## config.mk

```make
export PLATFORM = sky130hd
export DESIGN_NAME = bitwise_logic_unit_flat
export DESIGN_NICKNAME = d
export VERILOG_FILES = /design/src/rtl/bitwise_logic_unit_if.sv /design/src/rtl/bitwise_logic_unit.sv /design/src/flat_wrapper.sv
export SDC_FILE = /design/constraint.sdc
export NUM_CORES = 1
export LEC_CHECK = 0
export CAP_MARGIN = 25
export CORE_MARGIN = 1.5
export CORE_UTILIZATION = 40
export DETAILED_ROUTE_END_ITERATION = 8
export PLACE_DENSITY = 0.7
export REMOVE_ABC_BUFFERS = 1
export SYNTH_ARGS = -nofsm -noshare
export SYNTH_HDL_FRONTEND = slang
export SYNTH_SLANG_ARGS = --single-unit
```

## constraint.sdc

```tcl
create_clock -name i_clk -period 2.5 [get_ports i_clk]
set_input_delay 0.5 -clock i_clk [delete_from_list [all_inputs] [get_ports i_clk]]
set_output_delay 0.5 -clock i_clk [all_outputs]
set_load 0.01 [all_outputs]
```

## src/rtl/bitwise_logic_unit_if.sv

```systemverilog
// ---------------------------------------------------------------------------
// bitwise_logic_unit_if
//
// Purpose:
//   Bundles the operand-side and result-side handshake signals of the
//   bitwise logic unit. Signal names are kept identical to the unit's
//   port list so that the direction of each signal is readable at the
//   point of use.
//
// Parameters:
//   WIDTH   - operand/result width in bits
//   COUNT_W - width of the accepted-transfer counter
//
// Signals:
//   i_valid, i_op, i_op1, i_op2, i_acc_sel, i_acc_clr - operand source side
//   o_ready                                             - unit can accept
//   o_valid, o_res, o_zero, o_ones, o_count             - result side
//   i_ready                                             - sink accepts result
//
// Modports:
//   slave  - the logic unit itself
//   master - the surrounding environment (operand source plus result sink)
// ---------------------------------------------------------------------------
interface bitwise_logic_unit_if #(
    parameter int WIDTH   = 4,
    parameter int COUNT_W = 8
);
    logic               i_valid;
    logic               o_ready;
    logic [2:0]         i_op;
    logic [WIDTH-1:0]   i_op1;
    logic [WIDTH-1:0]   i_op2;
    logic               i_acc_sel;
    logic               i_acc_clr;
    logic               o_valid;
    logic               i_ready;
    logic [WIDTH-1:0]   o_res;
    logic               o_zero;
    logic               o_ones;
    logic [COUNT_W-1:0] o_count;

    modport slave (
        input  i_valid,
        input  i_op,
        input  i_op1,
        input  i_op2,
        input  i_acc_sel,
        input  i_acc_clr,
        input  i_ready,
        output o_ready,
        output o_valid,
        output o_res,
        output o_zero,
        output o_ones,
        output o_count
    );

    modport master (
        output i_valid,
        output i_op,
        output i_op1,
        output i_op2,
        output i_acc_sel,
        output i_acc_clr,
        output i_ready,
        input  o_ready,
        input  o_valid,
        input  o_res,
        input  o_zero,
        input  o_ones,
        input  o_count
    );
endinterface

```

## src/rtl/bitwise_logic_unit.sv

```systemverilog
// ---------------------------------------------------------------------------
// bitwise_logic_unit
//
// Purpose:
//   Registered bitwise logic unit with a valid/ready handshake. Each accepted
//   transfer applies one of eight per-bit operations to two WIDTH-bit
//   operands and places the result in a one-entry output register that the
//   sink drains with i_ready. Full throughput (one transfer per cycle) is
//   kept while the sink is ready.
//
//   Op encoding: 000 A&B, 001 A|B, 010 A^B, 011 ~(A|B),
//                100 ~(A&B), 101 ~(A^B), 110 ~A, 111 A
//
// Build option:
//   BITWISE_LU_ACC_EN - when defined, an accumulator register is built that
//                       captures every accepted result; i_acc_sel selects it
//                       as operand A and i_acc_clr clears it. When undefined
//                       both inputs are ignored and operand A is i_op1.
//
// Ports:
//   i_clk - clock, rising edge
//   i_rst - asynchronous reset, active high
//   bus   - bitwise_logic_unit_if.slave (operands, op, handshake, result,
//           zero/all-ones flags and accepted-transfer count)
// ---------------------------------------------------------------------------
module bitwise_logic_unit #(
    parameter int WIDTH   = 4,
    parameter int COUNT_W = 8
) (
    input logic                 i_clk,
    input logic                 i_rst,
    bitwise_logic_unit_if.slave bus
);

    logic               ready;
    logic               accept;
    logic [WIDTH-1:0]   operand_a;
    logic [WIDTH-1:0]   result;
    logic               valid_q;
    logic [WIDTH-1:0]   res_q;
    logic               zero_q;
    logic               ones_q;
    logic [COUNT_W-1:0] count_q;

    // The output register can take a new result when it is empty or when
    // its current content leaves this very cycle; i_valid is deliberately
    // kept out of this path.
    assign ready  = !valid_q || bus.i_ready;
    assign accept = bus.i_valid && ready;

`ifdef BITWISE_LU_ACC_EN
    logic [WIDTH-1:0] acc_q;

    assign operand_a = bus.i_acc_sel ? acc_q : bus.i_op1;

    // Accumulator captures every accepted result. Clear wins over a
    // same-cycle load, yet that accept still used the old value as
    // operand A because operand_a reads acc_q before the edge.
    always_ff @(posedge i_clk or posedge i_rst) begin
        if (i_rst) begin
            acc_q <= '0;
        end else if (bus.i_acc_clr) begin
            acc_q <= '0;
        end else if (accept) begin
            acc_q <= result;
        end
    end
`else
    logic unused_acc_ports;

    assign unused_acc_ports = bus.i_acc_sel ^ bus.i_acc_clr;
    assign operand_a        = bus.i_op1;
`endif

    // Per-bit operation select; no carries, so the result is exactly WIDTH bits.
    always_comb begin
        result = '0;
        case (bus.i_op)
            3'b000: result = operand_a & bus.i_op2;
            3'b001: result = operand_a | bus.i_op2;
            3'b010: result = operand_a ^ bus.i_op2;
            3'b011: result = ~(operand_a | bus.i_op2);
            3'b100: result = ~(operand_a & bus.i_op2);
            3'b101: result = ~(operand_a ^ bus.i_op2);
            3'b110: result = ~operand_a;
            3'b111: result = operand_a;
        endcase
    end

    // One-entry output register. Result and flags only change on accept,
    // so they stay stable while the sink stalls. o_valid drops only when
    // the sink takes the result and nothing new arrives.
    always_ff @(posedge i_clk or posedge i_rst) begin
        if (i_rst) begin
            valid_q <= 1'b0;
            res_q   <= '0;
            zero_q  <= 1'b1;
            ones_q  <= 1'b0;
            count_q <= '0;
        end else if (accept) begin
            valid_q <= 1'b1;
            res_q   <= result;
            zero_q  <= (result == '0);
            ones_q  <= &result;
            count_q <= count_q + COUNT_W'(1);
        end else if (bus.i_ready) begin
            valid_q <= 1'b0;
        end
    end

    assign bus.o_ready = ready;
    assign bus.o_valid = valid_q;
    assign bus.o_res   = res_q;
    assign bus.o_zero  = zero_q;
    assign bus.o_ones  = ones_q;
    assign bus.o_count = count_q;

endmodule
```

## src/flat_wrapper.sv

```systemverilog
// flat-port wrapper written by rule: the top's interface ports become plain ports
module bitwise_logic_unit_flat 
#(
    parameter int WIDTH   = 4,
    parameter int COUNT_W = 8
)
  (i_clk, i_rst, bus_i_valid, bus_i_op, bus_i_op1, bus_i_op2, bus_i_acc_sel, bus_i_acc_clr, bus_i_ready, bus_o_ready, bus_o_valid, bus_o_res, bus_o_zero, bus_o_ones, bus_o_count);
  bitwise_logic_unit_if #(.WIDTH(WIDTH), .COUNT_W(COUNT_W)) bus_i ();
  input logic i_clk;
  input logic i_rst;
  input wire logic [$bits(bus_i.i_valid)-1:0] bus_i_valid;
  input wire logic [$bits(bus_i.i_op)-1:0] bus_i_op;
  input wire logic [$bits(bus_i.i_op1)-1:0] bus_i_op1;
  input wire logic [$bits(bus_i.i_op2)-1:0] bus_i_op2;
  input wire logic [$bits(bus_i.i_acc_sel)-1:0] bus_i_acc_sel;
  input wire logic [$bits(bus_i.i_acc_clr)-1:0] bus_i_acc_clr;
  input wire logic [$bits(bus_i.i_ready)-1:0] bus_i_ready;
  output wire logic [$bits(bus_i.o_ready)-1:0] bus_o_ready;
  output wire logic [$bits(bus_i.o_valid)-1:0] bus_o_valid;
  output wire logic [$bits(bus_i.o_res)-1:0] bus_o_res;
  output wire logic [$bits(bus_i.o_zero)-1:0] bus_o_zero;
  output wire logic [$bits(bus_i.o_ones)-1:0] bus_o_ones;
  output wire logic [$bits(bus_i.o_count)-1:0] bus_o_count;
  assign bus_i.i_valid = bus_i_valid;
  assign bus_i.i_op = bus_i_op;
  assign bus_i.i_op1 = bus_i_op1;
  assign bus_i.i_op2 = bus_i_op2;
  assign bus_i.i_acc_sel = bus_i_acc_sel;
  assign bus_i.i_acc_clr = bus_i_acc_clr;
  assign bus_i.i_ready = bus_i_ready;
  assign bus_o_ready = bus_i.o_ready;
  assign bus_o_valid = bus_i.o_valid;
  assign bus_o_res = bus_i.o_res;
  assign bus_o_zero = bus_i.o_zero;
  assign bus_o_ones = bus_i.o_ones;
  assign bus_o_count = bus_i.o_count;
  bitwise_logic_unit #(.WIDTH(WIDTH), .COUNT_W(COUNT_W)) u_core (.i_clk(i_clk), .i_rst(i_rst), .bus(bus_i));
endmodule
```

==> impl_metrics.ini, run 1 <==
[run_status]
status = finished clean

[synth]
synth.distinct_cells = 39
synth_xor_xnor_area_share_pct = 8.130
ys.flop_type = dfrtp_1
synthAdderAreaFrac_pct = 10.45
synthArstFlopShare_pct = 100.0
synth_edf_count = 0
syn_avg_cell_area_sq_um = 9.883
synth_area_sq_um = 1077
synth_seq_cells = 15
yosys.area.top_type = dfrtp_1
synthMuxAreaShare_pct = 8.014
synth_compound_area_share_pct = 15.10
yosys.area_share.simple_pct = 16.96
synthTopCellsByArea = dfrtp_1, ha_1, xnor2_1
synth_top_family_by_area = simple AND/OR/NAND/NOR gates
yosysWarnings = 0
synthCells = 109
synth.top_cell.area_share_pct = 32.52
seq_area_frac_synth_pct = 34.96

[floorplanning]
dieArea_sq_um = 3013
pin_count = 33
coreArea_sq_um = 2522
row_count = 18
fp.dieW_microns = 54.90
dieHeight_microns = 54.90
start_util_pct = 42.71

[placed_design]
place_inst = 170
gp_congestion = 0.7009
dp_hpwl_microns = 1646
post_dp_cell_area_sq_um = 1438
io_buffers = 30

[worst_hold_path]
hold_depth = 2
hp-class = flip-flop to flip-flop

[worst_setup_path]
worstSetupEndpointType = flip-flop
worstSetupPathType = input pin to flip-flop
startpoint_type = input pin
reg2reg_setup_slack_ps = 1170
crit_arrival_ps = 2400
cp.required_ps = 2710
cp_max_fo = 3
rr_worst_depth = 5

[grt]
grt_pass1_wl_microns = 3305
grt_use_total_pct = 15.11
overflow = 0
grt_max_degree = 22
antenna_found_initial = 0
first_global_vias = 787

[clock_network]
cts_buffers = 3
cts_sinks = 15
clkTransAtPathRegs_ps = 90
cts_max_level = 1
cts.repair.resized = 0
cts_buffer_depth = 2
cts_setup_buffers = 0
tritoncts = built
clock-root-buffer = clkbuf_4
insertion_delay_ps = 280
holdBufCountCts = 0

[drt]
top_layer = met4
drtPass1Iterations = 4
vias_per_cell = 5.167
drtAntennaViolNets = 0
wl_met2_microns = 1011
wire_per_inst_microns = 11.46
drt_iter0_drc = 3
drc = 0
detailroute.via_count = 899
routed_wl_microns = 1994
wirelength_met1_microns = 893
wl_met3_microns = 77

[cells_and_area]
final_nets = 171
drive_gt1_share_pct = 12.50
multi_input_area_sq_um = 631.9
fill_cells = 242
layout.cells.non_filler = 174
regArea_sq_um = 376.6
antenna_cells = 0
area_growth_pct = 36.01
fin_area_sq_um = 1465

[sta]
hold_violations = 0
relSlewSlack_pct = 63.16
fin_crit_ps = 2186
fin_crit_sh_pct = 87.43
skew_ps = 9.076
finalMaxSlewViolations = 0
setup_viol = 0
rsz0062_at_grt = false
worst_pin_slew_ps = 552.1
tns_ps = 0
clock.fmax_mhz = 457.5

[pwr]
power_density_nw_per_um2 = 586.2
peakVddDrop_mv = 0.4075
power_leakage_nw = 0.6483

[job]
max_cap_violations = 0
==> stage by stage <==
step	worst slack, ps	power [mW]	utilization, %	hold slack [ps]
2_1_floorplan	701.4	0.5304	-	400.8
3_3_place_gp	81.74	0.7243	56.99	459.3
3_5_place_dp	20.50	0.7347	56.99	466.4
4_1_cts	310.7	0.8710	58.09	489.6
5_1_grt	211.6	0.9383	58.09	505.5
6_report	314.2	0.8589	58.09	484.6
==> layer usage <==
layer	track usage, %	up-vias
met2	26.39	22
met4	6.098	0
met1	17.92	424
met3	3.226	2
met5	0	-
li1	-	451
==> synthesized netlist by cell type, drive strengths merged, types with 2 or more instances <==
cell type and instances:
a2111oi 3, a311oi 2, buf 3, clkbuf 2, dfrtp 14, ha 9
inv 9, mux2 5, mux2i 3, nand2 14, nand2b 6, nand3 4
nand4 2, nor2 3, o21ai 4, o22ai 3, xnor2 9
==> power by group <==
part	internal (mW)	leakage, nW	switching (mW)
combinational	0.210	0.444	0.142
sequential	0.304	0.187	0.0672
clock	0.0592	0.0177	0.0759
==> kinds of logic after synthesis <==
logic type                 count (synthesis)
AOI/OAI and AO/OA                         18
xor gates and xnor gates                  10
adders and majority gates                  9
buffers and inverters                     14
DFF                                       15
muxes                                      8
and+or+nand+nor                           35
==> worst max-delay path, stage by stage <==
cell and delay [ps]:
clkdlybuf4s50_1 520, inv_1 60, ha_1 290, mux2_2 280, o22ai_1 130, a311oi_1 90
or3_1 390, o21ai_1 130
==> registers in the layout, summed over array words and instances (netlist names) <==
name                count
u_core.bus.o_res        4
u_core.bus.o_ones       1
u_core.bus.o_valid      1
u_core.bus.o_zero       1
u_core.bus.o_count      8
==> layout make-up <==
type | count | share of cell area [%]
clock buffer | 3 | 1.537
sequential | 15 | 25.70
clock inverter | 1 | 0.3416
timing repair buffer | 36 | 24.42
multi-input combinational | 80 | 43.13
tap | 30 | 2.562
inverter | 9 | 2.306
==> cell usage in the layout, fill, tap and decap left out, types with 2 or more instances in the layout <==
| cell | count |
|---|---|
| mux2i_1 | 3 |
| xnor2_1 | 9 |
| mux2_1 | 3 |
| clkdlybuf4s50_1 | 30 |
| a311oi_1 | 2 |
| nand2b_1 | 6 |
| o22ai_1 | 3 |
| o21ai_0 | 3 |
| ha_1 | 9 |
| dfrtp_1 | 14 |
| nand2_1 | 14 |
| nor2_1 | 2 |
| mux2_2 | 2 |
| nand4_1 | 2 |
| inv_1 | 9 |
| nand3_1 | 4 |
| clkbuf_4 | 3 |
| buf_4 | 5 |
==> worst paths after layout <==
check,startpoint,endpoint
max,bus_i_op1[2],u_core.bus.o_ones
min,u_core.bus.o_res[0],u_core.bus.o_res[0]
max reg2reg,u_core.bus.o_valid,u_core.bus.o_count[7]
min reg2reg,u_core.bus.o_res[0],u_core.bus.o_res[0]
max in group asynchronous,i_rst,u_core.bus.o_count[3]
min in group asynchronous,i_rst,u_core.bus.o_count[2]
(Power assumes the default switching activity.)
==> run 2: changes to the inputs <==
--- a/config.mk
+++ b/config.mk
@@ -6,7 +6,7 @@
 export NUM_CORES = 1
 export LEC_CHECK = 0
 export CAP_MARGIN = 25
-export CORE_MARGIN = 1.5
+export CORE_MARGIN = 2
 export CORE_UTILIZATION = 40
 export DETAILED_ROUTE_END_ITERATION = 8
 export PLACE_DENSITY = 0.7
==> impl_metrics.ini, run 2 (synthesis gave the netlist of run 1 again) <==
[floorplanning]
pin_count = 33
coreArea_sq_um = 2522
fp.dieW_microns = 55.90
dieArea_sq_um = 3124
dieHeight_microns = 55.90
start_util_pct = 42.71
row_count = 18

[grt]
first_global_vias = 880
overflow = 0
grt_use_total_pct = 14.62
antenna_found_initial = 0
grt_max_degree = 22
grt_pass1_wl_microns = 3705

[pwr]
power_density_nw_per_um2 = 589.9
power_leakage_nw = 0.6456
peakVddDrop_mv = 0.4717
power_mw = 0.8636

[drt]
vias_per_cell = 5.293
drc = 0
drt_iter0_drc = 17
detailroute.via_count = 921
wire_per_inst_microns = 12.17
drtPass1Iterations = 3
routed_wl_microns = 2118
drtAntennaViolNets = 0

[cells_and_area]
final_cell_mix = clkdlybuf4s50_1, nand2_1, dfrtp_1
largest_reg_flops = 8
mostFrequentLayoutCell = clkdlybuf4s50_1
antenna_cells = 0
final_nets = 171
fin_area_sq_um = 1464
layout.cells.non_filler = 174
drive_gt1_share_pct = 11.81
area_growth_pct = 35.89

[placed_design]
io_buffers = 30
place_inst = 170
dp_hpwl_microns = 1695
post_dp_cell_area_sq_um = 1438
gp_congestion = 0.6943

[clock_network]
cts.repair.resized = 0
cts_buffers = 3
holdBufCountCts = 0
cts_sinks = 15
clkTransAtPathRegs_ps = 80
clock-root-buffer = clkbuf_4
cts_max_level = 1
tritoncts = built
insertion_delay_ps = 280
cts_setup_buffers = 0
cts_buffer_depth = 2

[sta]
rsz0062_at_grt = false
fin_crit_sh_pct = 88.02
setup_viol = 0
fin_crit_ps = 2200
clock.fmax_mhz = 454.5
hold_violations = 0
skew_ps = 4.568
worst_pin_slew_ps = 576.2
tns_ps = 0
relSlewSlack_pct = 61.54
holdWs_ps = 486.5
finalMaxSlewViolations = 0

[worst_setup_path]
worstSetupPathType = input pin to flip-flop
crit_arrival_ps = 2400
cp_max_fo = 3
startpoint_type = input pin
cp.required_ps = 2700
worstSetupEndpointType = flip-flop

[run_status]
status = finished clean

[worst_hold_path]
hp-class = flip-flop to flip-flop

[job]
max_cap_violations = 0
==> run 2: final cells by class <==
type	count	area [sq um]
fill	222	1059
multi-input combinational	80	631.9
clock buffer	4	26.28
inverter	9	33.78
tap	30	37.54
timing repair buffer	36	357.8
sequential	15	376.6
==> run 2: power breakdown <==
part           switching, mW  total [mW]  internal [mW]  leakage (nW)
registers             0.0693       0.374          0.304         0.187
logic                  0.145       0.355          0.210         0.444
clock network         0.0728       0.135         0.0618        0.0150
==> run 2: worst max-delay path, cell delays in order <==
cell and delay, ps:
clkdlybuf4s50_1 510, inv_1 70, ha_1 290, mux2_2 270, o22ai_1 130, a311oi_1 100
or3_1 390, o21ai_1 140
==> run 2: metal layers <==
layer / vias to the layer above / track usage [%] / share of wire, %
met1: 446 / 17.22 / 45
met5: - / 0 / 0
li1: 451 / - / -
met4: 0 / 5.442 / 0.38
met2: 22 / 26.19 / 51
met3: 2 / 2.791 / 3.7
==> run 2: metrics by stage <==
step	setup slack (ps)	utilization (%)
after global placement	84.91	56.99
after global routing	197.8	58.04
final	299.6	58.04
after CTS	303.6	58.04
after detailed placement	7.722	56.99
after floorplan	701.4	-
==> run 2: path summary, 6_finish.rpt <==
kind / startpoint / endpoint / slack [ps] / depth (start not counted)
setup / recovery: bus_i_op1[2] / u_core.bus.o_ones / 300 / 8
hold / removal: u_core.bus.o_zero / u_core.bus.o_zero / 490 / 2
setup reg to reg: u_core.bus.o_valid / u_core.bus.o_count[5] / 1210 / 5
hold reg to reg: u_core.bus.o_zero / u_core.bus.o_zero / 490 / 2
max in group asynchronous: i_rst / u_core.bus.o_zero / 1550 / 2
min in group asynchronous: i_rst / u_core.bus.o_res[1] / 580 / 2
==> run 3: changes to the inputs <==
==> constraint.sdc (replaced) <==
create_clock -name i_clk -period 2.84 [get_ports i_clk]
set_input_delay 0.568 -clock i_clk [delete_from_list [all_inputs] [get_ports i_clk]]
set_output_delay 0.568 -clock i_clk [all_outputs]
set_load 0.01 [all_outputs]
==> impl_metrics.ini, run 3 (synthesis gave the netlist of run 1 again) <==
[run_status]
status = finished clean

[sta]
hold_violations = 0
skew_ps = 4.052
relSlewSlack_pct = 63.68
finalMaxSlewViolations = 0
rsz0062_at_grt = false
fin_crit_sh_pct = 81.94
clock.fmax_mhz = 429.7
fin_crit_ps = 2327
tns_ps = 0
worst_pin_slew_ps = 544.2
setup_viol = 0

[placed_design]
io_buffers = 30
place_inst = 166
gp_congestion = 0.7192
dp_hpwl_microns = 1625

[clock_network]
cts_sinks = 15
insertion_delay_ps = 280
clock-root-buffer = clkbuf_4
cts_buffer_depth = 2
cts_buffers = 3
tritoncts = built
cts_max_level = 1
holdBufCountCts = 0
cts_setup_buffers = 0
clkTransAtPathRegs_ps = 90
cts.repair.resized = 0

[floorplanning]
fp.dieW_microns = 55.90
dieHeight_microns = 55.90
coreArea_sq_um = 2522
start_util_pct = 42.71
row_count = 18
dieArea_sq_um = 3124
pin_count = 33

[worst_setup_path]
worstSetupEndpointType = output port
worstSetupPathType = input pin to output port
reg2reg_setup_slack_ps = 1370
crit_arrival_ps = 1760
startpoint_type = input pin
cp.required_ps = 2270
cp_max_fo = 4

[cells_and_area]
final_cell_mix = clkdlybuf4s50_1, nand2_1, dfrtp_1
drive_gt1_share_pct = 10.00
mostFrequentLayoutCell = clkdlybuf4s50_1
layout.cells.non_filler = 170
fill_cells = 231
largest_reg_flops = 8
antenna_cells = 0
area_growth_pct = 33.22
final_nets = 167

[grt]
overflow = 0
grt_pass1_wl_microns = 3401
grt_max_degree = 22
first_global_vias = 787
antenna_found_initial = 0
grt_use_total_pct = 13.34

[pwr]
power_mw = 0.7563
peakVddDrop_mv = 0.4428
power_density_nw_per_um2 = 527.0
power_leakage_nw = 0.6289

[drt]
vias_per_cell = 5.029
drt_iter0_drc = 7
detailroute.via_count = 855
drtPass1Iterations = 3
routed_wl_microns = 2034
wire_per_inst_microns = 11.96
drc = 0
drtAntennaViolNets = 0

[job]
max_cap_violations = 0

[worst_hold_path]
hp-class = flip-flop to flip-flop
run 3: per-layer routing:
| layer | GRT usage, % | wire, microns | vias to the layer above |
|---|---|---|---|
| met1 | 15.85 | 906 | 392 |
| met2 | 25.17 | 1033 | 20 |
| met4 | 2.041 | 0 | 0 |
| met5 | 0 | 0 | - |
| li1 | - | - | 443 |
| met3 | 2.558 | 95 | 0 |
run 3: stage by stage:
stage	instance area, sq um	utilization, %	hold WS [ps]	worst slack, ps
after global placement	1408	55.80	459.9	336.5
after detailed placement	1408	55.80	465.6	278.5
after CTS	1435	56.89	479.0	495.7
after floorplan	1042	-	468.8	973.4
final	1435	56.89	469.5	513.0
after global routing	1435	56.89	493.2	440.9
run 3: where the power goes:
part / switching (mW) / total, mW / leakage (nW) / internal, mW
combinational: 0.126 / 0.306 / 0.424 / 0.180
sequential: 0.0620 / 0.330 / 0.187 / 0.268
clock: 0.0682 / 0.120 / 0.0177 / 0.0522
total: 0.256 / 0.756 / 0.629 / 0.500
run 3: worst paths after layout:
| check | startpoint | end | cells past startpoint |
|---|---|---|---|
| max in group asynchronous | i_rst | u_core.bus.o_zero | 2 |
| min in group asynchronous | i_rst | u_core.bus.o_res[1] | 2 |
| worst max-delay path | bus_i_ready | bus_o_ready | 3 |
| worst min register to register | u_core.bus.o_count[7] | u_core.bus.o_count[7] | 1 |
| worst min-delay path | u_core.bus.o_count[7] | u_core.bus.o_count[7] | 1 |
| worst max register to register | u_core.bus.o_valid | u_core.bus.o_count[5] | 5 |
run 3: cell type report:
cell class / count / area (sq um) / area share, %
Timing Repair Buffer: 32 / 327.8 / 22.84
Multi-Input combinational cell: 80 / 631.9 / 44.03
Sequential cell: 15 / 376.6 / 26.24
Clock buffer: 3 / 22.52 / 1.569
Tap cell: 30 / 37.54 / 2.616
Clock inverter: 1 / 5.005 / 0.3487
Inverter: 9 / 33.78 / 2.354
run 3: worst max-delay path, stage by stage:
cell and delay (ps):
clkdlybuf4s50_1 440, nand2b_1 170, clkdlybuf4s50_1 580
